File: src/rtl/decode_pkg.sv
// decode_pkg: shared definitions for the decode/issue stage.
//   - opcode constants for the supported RV32IM subset
//   - immediate format enum and the 21-bit immediate formatter
//   - register-usage helpers (uses_rs1, uses_rs2, writes_rd)
//   - packed ID/EX bundle type
package decode_pkg;

   localparam int XLEN   = 32;
   localparam int NREGS  = 32;
   localparam int REG_AW = 5;
   localparam int IMM_W  = 21;

   localparam logic [6:0] OPC_LUI    = 7'b0110111;
   localparam logic [6:0] OPC_AUIPC  = 7'b0010111;
   localparam logic [6:0] OPC_JAL    = 7'b1101111;
   localparam logic [6:0] OPC_JALR   = 7'b1100111;
   localparam logic [6:0] OPC_BRANCH = 7'b1100011;
   localparam logic [6:0] OPC_LOAD   = 7'b0000011;
   localparam logic [6:0] OPC_STORE  = 7'b0100011;
   localparam logic [6:0] OPC_OPIMM  = 7'b0010011;
   localparam logic [6:0] OPC_OP     = 7'b0110011;

   typedef enum logic [2:0] {
      FMT_NONE,
      FMT_U,
      FMT_J,
      FMT_I,
      FMT_S,
      FMT_B
   } imm_fmt_t;

   typedef struct packed {
      logic [XLEN-1:0]   rs1_value;
      logic [XLEN-1:0]   rs2_value;
      logic [XLEN-1:0]   pc_value;
      logic [IMM_W-1:0]  imm;
      logic [4:0]        shamt;
      logic [2:0]        funct3;
      logic [6:0]        funct;
      logic [6:0]        opcode;
      logic [REG_AW-1:0] rd;
      logic              illegal;
   } idex_t;

   function automatic imm_fmt_t imm_fmt_of(input logic [6:0] opc);
      imm_fmt_t fmt;
      fmt = FMT_NONE;
      case (opc)
         OPC_LUI, OPC_AUIPC:                      fmt = FMT_U;
         OPC_JAL:                                 fmt = FMT_J;
         OPC_JALR, OPC_LOAD, OPC_OPIMM:           fmt = FMT_I;
         OPC_STORE:                               fmt = FMT_S;
         OPC_BRANCH:                              fmt = FMT_B;
         default:                                 fmt = FMT_NONE;
      endcase
      return fmt;
   endfunction

   // R-type (OP) carries no immediate, so it also maps to FMT_NONE -> 0.
   function automatic logic [IMM_W-1:0] fmt_imm(input logic [XLEN-1:0] instr,
                                                 input imm_fmt_t fmt);
      logic [IMM_W-1:0] imm;
      imm = '0;
      case (fmt)
         FMT_U: imm = {1'b0, instr[31:12]};
         FMT_J: imm = {instr[31], instr[19:12], instr[20], instr[30:21], 1'b0};
         FMT_I: imm = {{9{instr[31]}}, instr[31:20]};
         FMT_S: imm = {{9{instr[31]}}, instr[31:25], instr[11:7]};
         FMT_B: imm = {{8{instr[31]}}, instr[31], instr[7], instr[30:25], instr[11:8], 1'b0};
         default: imm = '0;
      endcase
      return imm;
   endfunction

   function automatic logic uses_rs1(input logic [6:0] opc);
      logic r;
      r = 1'b0;
      case (opc)
         OPC_JALR, OPC_BRANCH, OPC_LOAD, OPC_STORE, OPC_OPIMM, OPC_OP: r = 1'b1;
         default: r = 1'b0;
      endcase
      return r;
   endfunction

   function automatic logic uses_rs2(input logic [6:0] opc);
      logic r;
      r = 1'b0;
      case (opc)
         OPC_BRANCH, OPC_STORE, OPC_OP: r = 1'b1;
         default: r = 1'b0;
      endcase
      return r;
   endfunction

   function automatic logic writes_rd(input logic [6:0] opc);
      logic r;
      r = 1'b0;
      case (opc)
         OPC_LUI, OPC_AUIPC, OPC_JAL, OPC_JALR, OPC_LOAD, OPC_OPIMM, OPC_OP: r = 1'b1;
         default: r = 1'b0;
      endcase
      return r;
   endfunction

   function automatic logic is_legal(input logic [6:0] opc);
      return uses_rs1(opc) || writes_rd(opc) || (opc == OPC_BRANCH) || (opc == OPC_STORE);
   endfunction

endpackage

File: src/rtl/decode_issue_if.sv
// decode_issue_if: bundles the fetch handshake, the ID/EX operand bundle,
// the write-back port, the flush strobe and the scoreboard status.
//   slave  : the decode/issue stage
//   master : the surrounding pipeline (fetch, execute, write-back)
interface decode_issue_if;
   import decode_pkg::*;

   // fetch side
   logic              if_valid;
   logic              if_ready;
   logic [XLEN-1:0]   if_instr;
   logic [XLEN-1:0]   if_pc;
   // ID/EX bundle
   logic              id_valid;
   logic              ex_ready;
   logic [XLEN-1:0]   rs1_value;
   logic [XLEN-1:0]   rs2_value;
   logic [XLEN-1:0]   pc_value;
   logic [IMM_W-1:0]  imm;
   logic [4:0]        shamt;
   logic [2:0]        funct3;
   logic [6:0]        funct;
   logic [6:0]        opcode;
   logic [REG_AW-1:0] rd;
   logic              illegal;
   // write-back / redirect
   logic              wb_en;
   logic [REG_AW-1:0] wb_rd;
   logic [XLEN-1:0]   wb_data;
   logic              flush;
   // scoreboard status (one bit per architectural register)
   logic [NREGS-1:0]  busy;

   modport slave (
      input  if_valid, if_instr, if_pc, ex_ready, wb_en, wb_rd, wb_data, flush,
      output if_ready, id_valid, rs1_value, rs2_value, pc_value, imm, shamt,
             funct3, funct, opcode, rd, illegal, busy
   );

   modport master (
      output if_valid, if_instr, if_pc, ex_ready, wb_en, wb_rd, wb_data, flush,
      input  if_ready, id_valid, rs1_value, rs2_value, pc_value, imm, shamt,
             funct3, funct, opcode, rd, illegal, busy
   );

endinterface

File: src/rtl/decode_regfile.sv
// decode_regfile: 32 x 32 architectural register file.
//   clk, rst           : clock, async active-high reset (clears every register)
//   rs1_addr/rs1_data  : combinational read port 1
//   rs2_addr/rs2_data  : combinational read port 2
//   we/wr_addr/wr_data : synchronous write port
// A read that hits the register being written this cycle returns the new
// value. x0 reads as zero and ignores writes.
module decode_regfile
   import decode_pkg::*;
(
   input  logic              clk,
   input  logic              rst,
   input  logic [REG_AW-1:0] rs1_addr,
   output logic [XLEN-1:0]   rs1_data,
   input  logic [REG_AW-1:0] rs2_addr,
   output logic [XLEN-1:0]   rs2_data,
   input  logic              we,
   input  logic [REG_AW-1:0] wr_addr,
   input  logic [XLEN-1:0]   wr_data
);

   logic [XLEN-1:0] reg_file [NREGS];

   genvar gi;
   generate
      for (gi = 0; gi < NREGS; gi++) begin : g_reg
         if (gi == 0) begin : g_zero
            assign reg_file[gi] = '0;
         end else begin : g_live
            logic [XLEN-1:0] q_reg;
            always_ff @(posedge clk or posedge rst) begin
               if (rst) begin
                  q_reg <= '0;
               end else if (we && (wr_addr == REG_AW'(gi))) begin
                  q_reg <= wr_data;
               end
            end
            assign reg_file[gi] = q_reg;
         end
      end
   endgenerate

   assign rs1_data = (rs1_addr == '0)                  ? '0      :
                     (we && (wr_addr == rs1_addr))     ? wr_data :
                                                         reg_file[rs1_addr];
   assign rs2_data = (rs2_addr == '0)                  ? '0      :
                     (we && (wr_addr == rs2_addr))     ? wr_data :
                                                         reg_file[rs2_addr];

endmodule

File: src/rtl/decode_issue.sv
// decode_issue: RV32IM decode/issue stage.
//   clk, rst : clock, async active-high reset
//   bus      : decode_issue_if.slave -- fetch handshake in, registered ID/EX
//              bundle out, write-back port, flush, scoreboard status
// Decodes the fetched word, reads operands (with write-back bypass), interlocks
// on RAW/WAW through a per-register busy scoreboard and holds one ID/EX bundle.
module decode_issue
   import decode_pkg::*;
(
   input  logic          clk,
   input  logic          rst,
   decode_issue_if.slave bus
);

   logic [XLEN-1:0]   instr;
   logic [6:0]        opc;
   logic [REG_AW-1:0] rs1_idx;
   logic [REG_AW-1:0] rs2_idx;
   logic [REG_AW-1:0] dest;
   logic              use_rs1;
   logic              use_rs2;
   logic [XLEN-1:0]   rs1_data;
   logic [XLEN-1:0]   rs2_data;

   logic [NREGS-1:0]  busy_reg;
   logic [NREGS-1:0]  busy_next;
   logic [NREGS-1:0]  busy_live;
   logic [NREGS-1:0]  wb_clr;
   logic [NREGS-1:0]  flush_clr;
   logic [NREGS-1:0]  acc_set;

   logic              rst_done_reg;
   logic              hazard;
   logic              ready;
   logic              accept;
   logic              id_valid_reg;
   logic              id_valid_next;
   idex_t             bundle_reg;
   idex_t             bundle_next;

   assign instr   = bus.if_instr;
   assign opc     = instr[6:0];
   assign rs1_idx = instr[19:15];
   assign rs2_idx = instr[24:20];
   assign use_rs1 = uses_rs1(opc);
   assign use_rs2 = uses_rs2(opc);
   // Illegal opcodes never write, so they carry rd=0 and touch no busy bit.
   assign dest    = writes_rd(opc) ? instr[11:7] : '0;

   decode_regfile u_regfile (
      .clk      (clk),
      .rst      (rst),
      .rs1_addr (rs1_idx),
      .rs1_data (rs1_data),
      .rs2_addr (rs2_idx),
      .rs2_data (rs2_data),
      .we       (bus.wb_en),
      .wr_addr  (bus.wb_rd),
      .wr_data  (bus.wb_data)
   );

   // A busy bit being retired by this cycle's write-back no longer blocks:
   // the bypass path already delivers its value.
   assign wb_clr    = bus.wb_en ? (NREGS'(1) << bus.wb_rd) : '0;
   assign busy_live = busy_reg & ~wb_clr;

   assign hazard = (use_rs1 && busy_live[rs1_idx]) ||
                   (use_rs2 && busy_live[rs2_idx]) ||
                   ((dest != '0) && busy_live[dest]);

   // rst_done_reg keeps if_ready low until the first edge after reset.
   assign ready  = rst_done_reg && (!id_valid_reg || bus.ex_ready) && !hazard && !bus.flush;
   assign accept = bus.if_valid && ready;

   always_comb begin
      flush_clr = '0;
      acc_set   = '0;
      if (bus.flush && id_valid_reg) begin
         flush_clr = NREGS'(1) << bundle_reg.rd;
      end
      if (accept && (dest != '0)) begin
         acc_set = NREGS'(1) << dest;
      end
      // Set is applied after the clears so a same-index set wins; bit 0 stays 0.
      busy_next = ((busy_reg & ~wb_clr & ~flush_clr) | acc_set) & ~NREGS'(1);
   end

   always_comb begin
      id_valid_next = id_valid_reg;
      bundle_next   = bundle_reg;
      if (bus.flush) begin
         id_valid_next = 1'b0;
      end else if (accept) begin
         id_valid_next = 1'b1;
      end else if (bus.ex_ready) begin
         id_valid_next = 1'b0;
      end
      if (accept) begin
         bundle_next.rs1_value = rs1_data;
         bundle_next.rs2_value = rs2_data;
         bundle_next.pc_value  = bus.if_pc;
         bundle_next.imm       = fmt_imm(instr, imm_fmt_of(opc));
         bundle_next.shamt     = instr[24:20];
         bundle_next.funct3    = instr[14:12];
         bundle_next.funct     = instr[31:25];
         bundle_next.opcode    = opc;
         bundle_next.rd        = dest;
         bundle_next.illegal   = !is_legal(opc);
      end
   end

   always_ff @(posedge clk or posedge rst) begin
      if (rst) begin
         rst_done_reg <= 1'b0;
         id_valid_reg <= 1'b0;
         busy_reg     <= '0;
         bundle_reg   <= '0;
      end else begin
         rst_done_reg <= 1'b1;
         id_valid_reg <= id_valid_next;
         busy_reg     <= busy_next;
         bundle_reg   <= bundle_next;
      end
   end

   assign bus.if_ready  = ready;
   assign bus.id_valid  = id_valid_reg;
   assign bus.rs1_value = bundle_reg.rs1_value;
   assign bus.rs2_value = bundle_reg.rs2_value;
   assign bus.pc_value  = bundle_reg.pc_value;
   assign bus.imm       = bundle_reg.imm;
   assign bus.shamt     = bundle_reg.shamt;
   assign bus.funct3    = bundle_reg.funct3;
   assign bus.funct     = bundle_reg.funct;
   assign bus.opcode    = bundle_reg.opcode;
   assign bus.rd        = bundle_reg.rd;
   assign bus.illegal   = bundle_reg.illegal;
   assign bus.busy      = busy_reg;

endmodule

File: src/flat_wrapper.sv
// flat-port wrapper written by rule: the top's interface ports become plain ports
module decode_issue_flat import decode_pkg::*;
  (clk, rst, bus_if_valid, bus_if_instr, bus_if_pc, bus_ex_ready, bus_wb_en, bus_wb_rd, bus_wb_data, bus_flush, bus_if_ready, bus_id_valid, bus_rs1_value, bus_rs2_value, bus_pc_value, bus_imm, bus_shamt, bus_funct3, bus_funct, bus_opcode, bus_rd, bus_illegal, bus_busy);
  decode_issue_if bus_i ();
  input  logic clk;
  input  logic rst;
  input wire logic [$bits(bus_i.if_valid)-1:0] bus_if_valid;
  input wire logic [$bits(bus_i.if_instr)-1:0] bus_if_instr;
  input wire logic [$bits(bus_i.if_pc)-1:0] bus_if_pc;
  input wire logic [$bits(bus_i.ex_ready)-1:0] bus_ex_ready;
  input wire logic [$bits(bus_i.wb_en)-1:0] bus_wb_en;
  input wire logic [$bits(bus_i.wb_rd)-1:0] bus_wb_rd;
  input wire logic [$bits(bus_i.wb_data)-1:0] bus_wb_data;
  input wire logic [$bits(bus_i.flush)-1:0] bus_flush;
  output wire logic [$bits(bus_i.if_ready)-1:0] bus_if_ready;
  output wire logic [$bits(bus_i.id_valid)-1:0] bus_id_valid;
  output wire logic [$bits(bus_i.rs1_value)-1:0] bus_rs1_value;
  output wire logic [$bits(bus_i.rs2_value)-1:0] bus_rs2_value;
  output wire logic [$bits(bus_i.pc_value)-1:0] bus_pc_value;
  output wire logic [$bits(bus_i.imm)-1:0] bus_imm;
  output wire logic [$bits(bus_i.shamt)-1:0] bus_shamt;
  output wire logic [$bits(bus_i.funct3)-1:0] bus_funct3;
  output wire logic [$bits(bus_i.funct)-1:0] bus_funct;
  output wire logic [$bits(bus_i.opcode)-1:0] bus_opcode;
  output wire logic [$bits(bus_i.rd)-1:0] bus_rd;
  output wire logic [$bits(bus_i.illegal)-1:0] bus_illegal;
  output wire logic [$bits(bus_i.busy)-1:0] bus_busy;
  assign bus_i.if_valid = bus_if_valid;
  assign bus_i.if_instr = bus_if_instr;
  assign bus_i.if_pc = bus_if_pc;
  assign bus_i.ex_ready = bus_ex_ready;
  assign bus_i.wb_en = bus_wb_en;
  assign bus_i.wb_rd = bus_wb_rd;
  assign bus_i.wb_data = bus_wb_data;
  assign bus_i.flush = bus_flush;
  assign bus_if_ready = bus_i.if_ready;
  assign bus_id_valid = bus_i.id_valid;
  assign bus_rs1_value = bus_i.rs1_value;
  assign bus_rs2_value = bus_i.rs2_value;
  assign bus_pc_value = bus_i.pc_value;
  assign bus_imm = bus_i.imm;
  assign bus_shamt = bus_i.shamt;
  assign bus_funct3 = bus_i.funct3;
  assign bus_funct = bus_i.funct;
  assign bus_opcode = bus_i.opcode;
  assign bus_rd = bus_i.rd;
  assign bus_illegal = bus_i.illegal;
  assign bus_busy = bus_i.busy;
  decode_issue u_core (.clk(clk), .rst(rst), .bus(bus_i));
endmodule
File: config.mk
export PLATFORM = sky130hd
export DESIGN_NAME = decode_issue_flat
export DESIGN_NICKNAME = d
export VERILOG_FILES = /design/src/rtl/decode_pkg.sv /design/src/rtl/decode_issue_if.sv /design/src/rtl/decode_regfile.sv /design/src/rtl/decode_issue.sv /design/src/flat_wrapper.sv
export SDC_FILE = /design/constraint.sdc
export NUM_CORES = 2
export LEC_CHECK = 0
export CAP_MARGIN = 20
export CELL_PAD_IN_SITES_DETAIL_PLACEMENT = 1
export CELL_PAD_IN_SITES_GLOBAL_PLACEMENT = 2
export CORE_MARGIN = 2
export CORE_UTILIZATION = 45
export CTS_CLUSTER_SIZE = 28
export DETAILED_ROUTE_END_ITERATION = 8
export PLACE_DENSITY = 0.82
export SLEW_MARGIN = 10
export SYNTH_ARGS = -nofsm -noshare
export SYNTH_HDL_FRONTEND = slang
export SYNTH_SLANG_ARGS = --single-unit
File: constraint.sdc
create_clock -name clk -period 43.1 [get_ports clk]
set_clock_uncertainty 0.1 [all_clocks]
set_input_delay 6.465 -clock clk [delete_from_list [all_inputs] [get_ports clk]]
set_output_delay 6.465 -clock clk [all_outputs]
set_load 0.02 [all_outputs]
==> flow_summary.json <==
{
  "crit_path_max_incr_delay_ns": 0.88,
  "cts_root_buffer": "clkbuf_16",
  "crit_required_ns": 36.53,
  "initial_core_util_pct": 45.3,
  "drt-pass1-iter-count": 5,
  "syn-num-nets": 4251,
  "use_met1_pct": 40.2,
  "grt_max_degree": 173,
  "die_y_um": 376,
  "tritoncts": "built",
  "cp-startpoint": "bus_wb_rd[3]",
  "cts_buffers": 131,
  "clk_path_buf_depth": 3,
  "r2r_setup_slack_ns": 38.63,
  "wl_um": 200000,
  "synth-compound-area-share_pct": 3.87,
  "place_area_um2": 66600,
  "slowest_stage": "clkdlybuf4s50_1",
  "finalCriticalPeriod_ns": 17.98,
  "worst_slew_pin_slew_ns": 1.14,
  "min_to": "u_core.bus.pc_value[14]$_DFFE_PP0N_",
  "largest_reg_flops": 992,
  "avgSynthCellArea_um2": 15.0,
  "die-area_um2": 141000,
  "status": "completed",
  "crit_chain": "clkdlybuf4s50_1, nand4b_1, nor2_4, buf_4, o221ai_1, o211ai_1, a32oi_1, a311oi_2, and2_0, clkdlybuf4s50_1",
  "hold_buffers": 0,
  "hp-class": "flop to flop",
  "hp-start": "u_core.bus.pc_value[14]$_DFFE_PP0N_",
  "design_area_um2": 71100,
  "crit_top_cell": "clkdlybuf4s50_1",
  "antenna_left": 0,
  "routabilityCongestion": 0.891,
  "synth_top_family_by_area": "multiplexers",
  "via_per_inst": 6.58,
  "reg2regPathDepth": 9,
  "syn_area_um2": 62200,
  "grt_util_all_layers_pct": 28.6,
  "use_met3_pct": 5.22,
  "hold_depth": 1,
  "worstSetupStartpointType": "primary input",
  "pre_cts_ws_ns": 25.31,
  "synth_mux_area_share_pct": 43.7,
  "layout-drive-gt1-share_pct": 48.8,
  "clock-sinks": 1170,
  "yosys.cell_types.count": 72,
  "synthAdderAreaFrac_pct": 0,
  "reg2reg_to": "u_core.bus.opcode[2]$_DFFE_PP0N_",
  "antenna_found_initial": 3,
  "grt-busiest-layer": "met2",
  "first_global_vias": 43086,
  "path_class": "primary input to primary output",
  "clk_latency_ns": 0.78,
  "grt_pass1_wl_um": 299000,
  "syn_to_final_growth_pct": 14.4,
  "fin_nets": 4333,
  "fmax_mhz": 55.6,
  "ys.flop_type": "dfrtp_1",
  "postCtsSetupBuffers": 0,
  "ys_ff_latch": 1170,
  "drtIter0Drc": 3256,
  "portBuffers": 284,
  "drc_errors": 0,
  "cap_violations": 0,
  "cts_resized": 0,
  "async_reset_ff_share_pct": 100,
  "cts_max_level": 4,
  "setup_ws_ns": 25.12,
  "r2r_start": "u_core.bus.busy[21]$_DFF_PP0_",
  "peakVddDrop_v": 0.0000382,
  "p_leak_nw": 30.2,
  "synthSimpleGateAreaFrac_pct": 2.31,
  "slew_viol_final": 0,
  "vias": 40298,
  "wl_per_cell_um": 32.7,
  "fin_util_pct": 51.8,
  "synth_cells": 4144,
  "hpwl_um": 110000,
  "final_common_cell": "dfrtp_1",
  "die_x_um": 376,
  "coreArea_um2": 137000,
  "synth-xor-area-share_pct": 0.155,
  "layout_common_cells": "dfrtp_1, mux2_2, mux4_2",
  "clkTransAtPathRegs_ns": 0.06,
  "crit_arrival_ns": 11.42,
  "core.rowCount": 136,
  "hold_viol_final": 0,
  "ios": 286,
  "fin_crit_sh_pct": 41.7,
  "rsz0062_at_grt": "no",
  "yosys_warnings": 0,
  "diodes": 0,
  "endpoint_kind": "primary output",
  "cp_max_fo": 33,
  "tns_ns": 0,
  "setup_viol": 0,
  "slew_headroom_pct": 24.1,
  "powerDensity_nw_per_um2": 47.6,
  "seq_area_frac_synth_pct": 47.1,
  "synth_edf_count": 0,
  "grt_overflow_total": 0,
  "grtUsageMet2_pct": 45.1
}
synthesized netlist by cell type, drive strengths merged, types with 11 or more instances:
cell / instances / area share [%]
o41ai: 21 / 0.34
nand2: 40 / 0.25
nor3: 11 / 0.089
a21oi: 130 / 1.0
mux2i: 100 / 1.6
o211ai: 29 / 0.35
a31oi: 12 / 0.12
mux2: 1167 / 21
nand4: 14 / 0.15
o21bai: 26 / 0.31
nor2: 167 / 1.0
mux4: 580 / 21
a22o: 37 / 0.52
o21ai: 46 / 0.37
buf: 151 / 1.0
dfrtp: 1170 / 47
clkbuf: 292 / 1.8
report_power, final:
part | internal, mW | switching [mW] | leakage (nW)
logic | 0.461 | 0.320 | 13.1
registers | 1.32 | 0.157 | 15.0
clock network | 0.656 | 0.477 | 2.12
total | 2.44 | 0.953 | 30.2
per-stage QoR:
stage,std cells,power [mW],hold slack [ns]
after floorplan,4144,2.01,0.391
after global placement,5865,2.22,0.375
after detailed placement,5868,2.26,0.387
after CTS,6101,3.41,0.400
after global routing,6120,3.53,0.415
final,6120,3.39,0.401
area by class of cell:
type	instances	area, um^2
Fill cell	12826	66200
Clock inverter	45	448
Tap cell	1794	2240
Timing Repair Buffer	392	3920
Sequential cell	1170	29300
Clock buffer	188	3830
Multi-Input combinational cell	2521	31400
Inverter	10	45.0
how the worst max path moves through the flow:
stage               slack [ns]                            end  cells past startpoint
floorplan                 3.58  u_core.bus.busy[10]$_DFF_PP0_                      1
global placement         25.40                   bus_if_ready                     10
detailed placement       25.31                   bus_if_ready                     10
CTS                      25.25                   bus_if_ready                     10
global route             24.97                   bus_if_ready                     10
finish                   25.12                   bus_if_ready                     10
cells by family after synthesis:
| family | Yosys count |
|---|---|
| muxes | 1847 |
| DFF | 1170 |
| buffers and inverters | 453 |
| AOI/OAI and AO/OA | 357 |
| and+or+nand+nor | 304 |
| xor gates and xnor gates | 11 |
| other | 2 |
layer usage:
layer	up-vias	wire, um	share of wire [%]
li1	16194	-	-
met1	22211	87100	43
met2	1512	94200	47
met3	379	12900	6.4
met4	2	6050	3.0
met5	-	13	0.0065
critical path, delay by kind of cell:
family	cells	cell delay, ns
compound gates	4	1.21
simple gates	3	1.33
buf+inv	3	2.38
Power figures use the tool's default switching activity.
